`src/rtl/bcd_disp_pkg.sv`:
```
// ============================================================================
//  Module   : bcd_disp_pkg
//  Purpose  : Shared 7-segment codes and digit-index type for BCD display blocks.
//  Revision : 1.0 - initial release
// ============================================================================
`default_nettype none

package bcd_disp_pkg;

  localparam int NUM_DIGITS = 3;

  typedef logic [1:0] digit_idx_t;

  localparam digit_idx_t c_idx_last = digit_idx_t'(NUM_DIGITS - 1);

  // Active-low segment codes, bit order {g,f,e,d,c,b,a}
  localparam logic [6:0] c_seg_0    = 7'b1000000;
  localparam logic [6:0] c_seg_1    = 7'b1111001;
  localparam logic [6:0] c_seg_2    = 7'b0100100;
  localparam logic [6:0] c_seg_3    = 7'b0110000;
  localparam logic [6:0] c_seg_4    = 7'b0011001;
  localparam logic [6:0] c_seg_5    = 7'b0010010;
  localparam logic [6:0] c_seg_6    = 7'b0000010;
  localparam logic [6:0] c_seg_7    = 7'b1111000;
  localparam logic [6:0] c_seg_8    = 7'b0000000;
  localparam logic [6:0] c_seg_9    = 7'b0010000;
  localparam logic [6:0] c_seg_dash = 7'b0111111;
  localparam logic [6:0] c_seg_off  = 7'h7F;

endpackage

`default_nettype wire

```
`src/rtl/bcd_to_seg7.sv`:
```
// ============================================================================
//  Module   : bcd_to_seg7
//  Purpose  : Combinational BCD nibble to active-low 7-segment decoder;
//             non-BCD codes 10-15 show a dash.
//  Revision : 1.0 - initial release
// ============================================================================
`default_nettype none

module bcd_to_seg7
  import bcd_disp_pkg::*;
(
  input  logic [3:0] nibble,
  output logic [6:0] seg
);

  always_comb begin
    seg = c_seg_dash;
    case (nibble)
      4'd0:    seg = c_seg_0;
      4'd1:    seg = c_seg_1;
      4'd2:    seg = c_seg_2;
      4'd3:    seg = c_seg_3;
      4'd4:    seg = c_seg_4;
      4'd5:    seg = c_seg_5;
      4'd6:    seg = c_seg_6;
      4'd7:    seg = c_seg_7;
      4'd8:    seg = c_seg_8;
      4'd9:    seg = c_seg_9;
      default: seg = c_seg_dash;
    endcase
  end

endmodule

`default_nettype wire

```
`src/rtl/bcd_display_scanner.sv`:
```
// ============================================================================
//  Module   : bcd_display_scanner
//  Purpose  : Time-multiplexes a 3-digit packed BCD value onto one active-low
//             7-segment bus with per-slot anode blanking. Optional macro
//             LEADING_ZERO_BLANK_EN suppresses leading-zero digit anodes.
//  Revision : 1.0 - initial release
// ============================================================================
`default_nettype none

module bcd_display_scanner
  import bcd_disp_pkg::*;
#(
  parameter int REFRESH_DIV  = 50000,
  parameter int BLANK_CYCLES = 16
)
(
  input  logic        clk,
  input  logic        rst,
  input  logic [11:0] bcd_in,
  output logic [6:0]  seg,
  output logic [2:0]  an,
  output logic        frame_tick
);

  // One spare bit so REFRESH_DIV-BLANK_CYCLES is representable even at BLANK_CYCLES=0
  localparam int               c_pw        = $clog2(REFRESH_DIV + 1);
  localparam logic [c_pw-1:0] c_presc_max = c_pw'(REFRESH_DIV - 1);
  localparam logic [c_pw-1:0] c_an_on_lim = c_pw'(REFRESH_DIV - BLANK_CYCLES);

  logic [c_pw-1:0] r_presc;
  digit_idx_t      r_idx;
  logic [11:0]     r_latched;

  logic            w_slot_end;
  logic            w_frame_end;
  logic [3:0]      w_nibble;
  logic [2:0]      w_an_sel;
  logic [6:0]      w_seg;
  logic            w_an_active;
  logic            w_lz_blank;

  assign w_slot_end  = (r_presc == c_presc_max);
  assign w_frame_end = w_slot_end && (r_idx == c_idx_last);
  assign w_an_active = (r_presc < c_an_on_lim);

  always_ff @(posedge clk or posedge rst) begin
    if (rst) begin
      r_presc   <= '0;
      r_idx     <= '0;
      r_latched <= 12'h000;
    end else begin
      r_presc <= w_slot_end ? '0 : r_presc + 1'b1;
      if (r_idx > c_idx_last)
        r_idx <= '0;
      else if (w_slot_end)
        r_idx <= (r_idx == c_idx_last) ? digit_idx_t'(0) : r_idx + 1'b1;
      // Sampling only at the frame boundary keeps all three digits coherent
      if (w_frame_end)
        r_latched <= bcd_in;
    end
  end

  always_comb begin
    w_nibble = 4'h0;
    w_an_sel = 3'b111;
    case (r_idx)
      2'd0: begin w_nibble = r_latched[3:0];  w_an_sel = 3'b110; end
      2'd1: begin w_nibble = r_latched[7:4];  w_an_sel = 3'b101; end
      2'd2: begin w_nibble = r_latched[11:8]; w_an_sel = 3'b011; end
      default: begin w_nibble = 4'h0;         w_an_sel = 3'b111; end
    endcase
  end

`ifdef LEADING_ZERO_BLANK_EN
  assign w_lz_blank = ((r_idx == 2'd2) && (r_latched[11:8] == 4'h0)) ||
                      ((r_idx == 2'd1) && (r_latched[11:4] == 8'h00));
`else
  assign w_lz_blank = 1'b0;
`endif

  bcd_to_seg7 u_dec (
    .nibble (w_nibble),
    .seg    (w_seg)
  );

  always_ff @(posedge clk or posedge rst) begin
    if (rst) begin
      seg        <= c_seg_off;
      an         <= 3'b111;
      frame_tick <= 1'b0;
    end else begin
      seg        <= w_seg;
      an         <= (w_an_active && !w_lz_blank) ? w_an_sel : 3'b111;
      frame_tick <= w_frame_end;
    end
  end

endmodule

`default_nettype wire

```
`config.mk`:
```
export PLATFORM = sky130hd
export DESIGN_NAME = bcd_display_scanner
export DESIGN_NICKNAME = d
export VERILOG_FILES = /design/src/rtl/bcd_disp_pkg.sv /design/src/rtl/bcd_to_seg7.sv /design/src/rtl/bcd_display_scanner.sv
export SDC_FILE = /design/constraint.sdc
export NUM_CORES = 1
export LEC_CHECK = 0
export ABC_AREA = 1
export CELL_PAD_IN_SITES_DETAIL_PLACEMENT = 1
export CELL_PAD_IN_SITES_GLOBAL_PLACEMENT = 1
export CORE_MARGIN = 5
export CORE_UTILIZATION = 37
export CTS_BUF_LIST = sky130_fd_sc_hd__clkbuf_16
export DETAILED_ROUTE_END_ITERATION = 16
export PLACE_DENSITY = 0.75
export SLEW_MARGIN = 10
export SYNTH_ARGS = -nofsm -noshare
export SYNTH_HDL_FRONTEND = slang
export SYNTH_SLANG_ARGS = --single-unit
```
`constraint.sdc`:
```
create_clock -name clk -period 1.4 [get_ports clk]
set_input_delay 0.35 -clock clk [delete_from_list [all_inputs] [get_ports clk]]
set_output_delay 0.35 -clock clk [all_outputs]
set_load 0.05 [all_outputs]
```
# Word level (Yosys, flattened, before mapping)
# Memories as Yosys holds them, arrays and structs flattened. A register that Yosys moved wholly into a read port is not among the register bits.
# Index checks and enable logic that the tools add are counted.
[totals] register_bits=34 elab_cells=23 in_bits=14 mem_bits_ro=112 mem_count=1
[mem_list] memory="(name not given)" words=16 width=7 read_ports=1 rd_clocked_by_memory_dff=1 write_ports=0 line_no="bcd_to_seg7.sv:18" rtl="case (nibble)"
[op_classes] mux=7 n_addsub=2 magnitude_cmp=2 reduce_logical=3 eq_ne=3
[op_table] cell="$add 16x1->16 const B" n=1
[op_table] cell="$eq 16x16->1 const B" n=1
[op_table] cell="$lt 16x16->1 const B" n=1
[op_table] cell="$mux 16" n=1
[op_table] cell="$pmux 4 s3" n=1
[op_table] cell="$pmux 3 s3" n=1
[op_table] cell="$mux 2" n=3
[op_table] cell="$mux 3" n=1
[op_table] cell="$add 2x1->2 const B" n=1
[op_table] cell="$eq 2x1->1 const B" n=1
[op_table] cell="$eq 2x2->1 const B" n=1
[op_table] cell="$gt 2x2->1 const B" n=1
[op_table] cell="$logic_not 2->1" n=1
[op_table] cell="$reduce_bool 2->1" n=1
[op_table] cell="$logic_and 1x1->1" n=1

# Depth between registers and ports, before layout
[depth] depth_word=4 depth_mapped=12 depth_no_buf=12

# Modules after synthesis
# A second synthesis with hierarchy kept.
[hier_totals] cells_unflattened=251 area_unflattened_um2=2099.5
[by_module_without_submodules] module="bcd_display_scanner" cells_each=216 area_each_um2=1913.1 n_inst=1
[by_module_without_submodules] module="bcd_to_seg7" cells_each=35 area_each_um2=186.4 n_inst=1

# Worst setup path after synthesis
# No wires, ideal clock.
[synth_timing] kind="register to register" from="register r_idx[0]" to="register seg[3]" setup_time_ns=0.081 stages_incl_launch_ff=12 arrival_ns=1.446 period_less_slack_ns=1.527 path_buffers=1 setup_slack_ns=-0.127 path_cell_list="dfrtp_1 > buf_4 > nor2_4 > nand2_1 > nand3_2 > nand2_1 > inv_1 > ha_1 > inv_1 > nand2_1 > nand3_1 > nand2_1"
[synth_between] elab_chain_cells=2
[synth_lines] element="start, declared" line_no="bcd_display_scanner.sv:31" rtl="digit_idx_t r_idx;"
[synth_lines] element="start signal, assigned" line_no="bcd_display_scanner.sv:56" rtl="r_idx <= (r_idx == c_idx_last) ? digit_idx_t'(0) : r_idx + 1'b1;"
[synth_lines] element="$eq 2x2->1 (tied with other cells)" line_no="bcd_display_scanner.sv:66" rtl="case (r_idx)"
[synth_lines] element="$pmux 4 s3 *" line_no="bcd_display_scanner.sv:66"
[synth_lines] element="end, declared" line_no="bcd_display_scanner.sv:20" rtl="output logic [6:0] seg,"
# Mark *: on every way between the ends. The rest lies on a longest branch, timed or not.
# A chain may end at the register's enable or synchronous reset.

# Worst setup path in the final report
# Ends and elaborated chain as after synthesis.

==> flow_summary.ini <==
[place]
place.gp.congestion = 0.8203
hpwl_um = 4257
io_buffers = 24
post-place-ws_ps = -196.3
place_area_um2 = 2835
place_inst = 390

[floorplanning]
ios = 25
die_x_um = 87.24
fp.dieH_um = 87.24
initial_core_util_pct = 37.72
core_um2 = 5851
row_count = 28
dieArea_um2 = 7610

[pwr]
cellPowerDensity_nw_per_um2 = 813.8
ir_drop_mv = 0.4570
power_leakage_nw = 1.507

[detailed_routing]
drt_pre_antenna_iters = 4
wl_per_cell_um = 17.83
met2_length_um = 3931
drt_wl_total_um = 7363
ant_nets = 0
met3_length_um = 292
dr_total_vias = 2078
route.detailed.drc = 0
drt-met1-wl_um = 3011
highest_layer = met4
drtIter0Drc = 84
avgViaCountPerCell = 5.031

[clock_network]
cts_sinks = 41
cts.path.max_buffers = 2
numCtsBuffers = 5
cts.clk_slew.worst_paths_ps = 60
clk_latency_ps = 290
htreeDepth = 2
cts_tree = built
clockRootBuffer = clkbuf_16

[timing]
hold_violations = 0
setup_viol = 28
worstMarginPinSlew_ps = 302.8
fmax_ghz = 0.6452
finClkSkew_ps = 5.872
maxSlewViolCount = 0
post-route-period-util_pct = 110.7
rsz0062_at_grt = yes
max-slew-margin-rel_pct = 79.71
fin_crit_ps = 1550
fin_ws_ps = -149.9
tns_ps = -1925

[grt]
grtUsageTotal_pct = 18.04
grt-ovfl-total = 0
grt_pass1_wl_um = 10650
grt_pass1_vias = 2247
antenna_found_initial = 0
grt_max_degree = 42

[worst_setup_path]
r2r_slack_ps = -150
cp-start-kind = register
crit_path_end_kind = register
setup.worst_path.class = reg -> reg
worstPathArrival_ps = 1760
path_max_fanout = 5
critPathRequiredTime_ps = 1610

[final_layout]
fill_cells = 653
nNetsFinal = 357
n_antenna_cell = 0
fin_area_um2 = 3377
fin_util_pct = 57.72
area_growth_pct = 53.00
drive_gt1_share_pct = 40.53
finalNonFillerCells = 413

[synth]
ys_types = 25
synthesis.area_um2 = 2207
synth_top_cell_by_area = dfrtp_1
synth_area_per_cell_um2 = 8.144
ys_top_cells_by_area = dfrtp_1, nand2_1, dfstp_2
synthCells = 271
synth_top_cell_area_share_pct = 35.15
yosysSeqAreaShare_pct = 47.05
yosys_register_bits = 41
yosysWarnings = 0
syn_nets = 291

[run_status]
status = finished, violations left
violations = negative setup slack

[hold_path]
hp-class = in -> async

[run]
cap_violations = 0
==> where the power goes <==
part           switching, mW  internal, mW
logic                 0.0290        0.0373
clock network          0.477          1.02
registers                  0          1.19
total                  0.506          2.24
==> worst max-delay path, stage by stage (launching register included) <==
cell and delay [ps]:
dfrtp_2 450, buf_6 150, nor2_8 90, nand2_4 60
nand3_4 70, nand2_4 80, ha_2 180, inv_1 60
nand4_1 140, nand3_1 120, nand2_1 60
==> cells in the final DEF, fill, tap and decap left out, types with 3 or more instances in the layout <==
| master | count |
|---|---|
| nand2_2 | 18 |
| nand2_4 | 4 |
| o21ai_0 | 3 |
| nand4_1 | 18 |
| buf_4 | 30 |
| nor2_4 | 9 |
| inv_1 | 30 |
| nor2_2 | 4 |
| nand3_4 | 3 |
| buf_6 | 8 |
| dfstp_2 | 10 |
| nand3_1 | 11 |
| o21bai_1 | 3 |
| nand3_2 | 4 |
| xor2_1 | 5 |
| inv_2 | 7 |
| clkbuf_16 | 5 |
| nor2_1 | 18 |
| clkdlybuf4s50_1 | 13 |
| nand2_1 | 69 |
| buf_12 | 12 |
| ha_4 | 3 |
| dfrtp_1 | 27 |
| dfrtp_2 | 4 |
==> cells by family (layout without fill, tap and decap cells) <==
kind of cell	after synthesis	after routing	share of synthesized area, %
AND/OR/NAND/NOR	162	163	34.86
buffers and inverters	44	110	8.390
flip-flops	41	41	47.05
AO/OA/AOI/OAI	11	11	3.515
XOR/XNOR	7	7	2.778
adder cells (fa/ha/maj)	6	6	3.401
==> metrics by stage <==
stage | hold WS (ps) | total power [mW]
after floorplan | 432.9 | 1.224
after global placement | 460.3 | 1.274
after detailed placement | 458.4 | 1.276
after CTS | 448.1 | 2.774
after global routing | 462.7 | 2.836
final | 426.1 | 2.748
==> path summary, 6_finish.rpt <==
kind                              start            end  cells past startpoint
hold reg to reg            r_latched[7]   r_latched[7]                      2
min in group clk           r_latched[7]   r_latched[7]                      2
setup reg to reg               r_idx[0]         seg[3]                     10
setup / recovery               r_idx[0]         seg[3]                     10
max in group asynchronous           rst         seg[5]                      3
hold / removal                      rst  r_latched[10]                      3
==> area by class of cell <==
type	count	area [um^2]	area share [%]
inverter	39	151.4	4.483
tap	75	93.84	2.779
timing repair buffer	63	685.7	20.30
clock buffer	5	125.1	3.705
clock inverter	3	65.06	1.927
sequential	41	1044	30.90
multi-input combinational	187	1212	35.90
==> routing by layer <==
layer / vias to the layer above / track usage (%)
li1: 983 / -
met1: 1033 / 20.83
met2: 51 / 34.09
met3: 11 / 2.554
met4: 0 / 5.439
met5: - / 0
==> cells in the mapped netlist <==
library cell   n
o21bai_1       3
inv_2          3
dfrtp_1       31
buf_2          1
dfstp_2       10
xnor2_1        1
o21ai_0        4
nand4_1       18
nor2_8         1
a21oi_1        1
nand2_2        3
nor2_2         3
ha_1           6
nor2_4         6
inv_1         36
buf_4          3
nand3_2        3
nor3_1         3
o211ai_2       1
nand3_1       14
nor2_1        22
o21ai_2        2
xor2_1         6
buf_6          1
nand2_1       89
==> state kept, by name, indices dropped and copies added, names as in the netlist <==
name / flops
seg: 7
r_idx: 2
r_presc: 16
r_latched: 12
frame_tick: 1
an: 3
==> timing repair <==
item	CTS	global route
hold buffers	0	0
setup endpoints to repair	31	33
gates cloned	2	0
setup buffers	7	6
pin swaps	15	21
gates resized for setup	29	37
No activity file was read; power rests on OpenSTA's default activity.
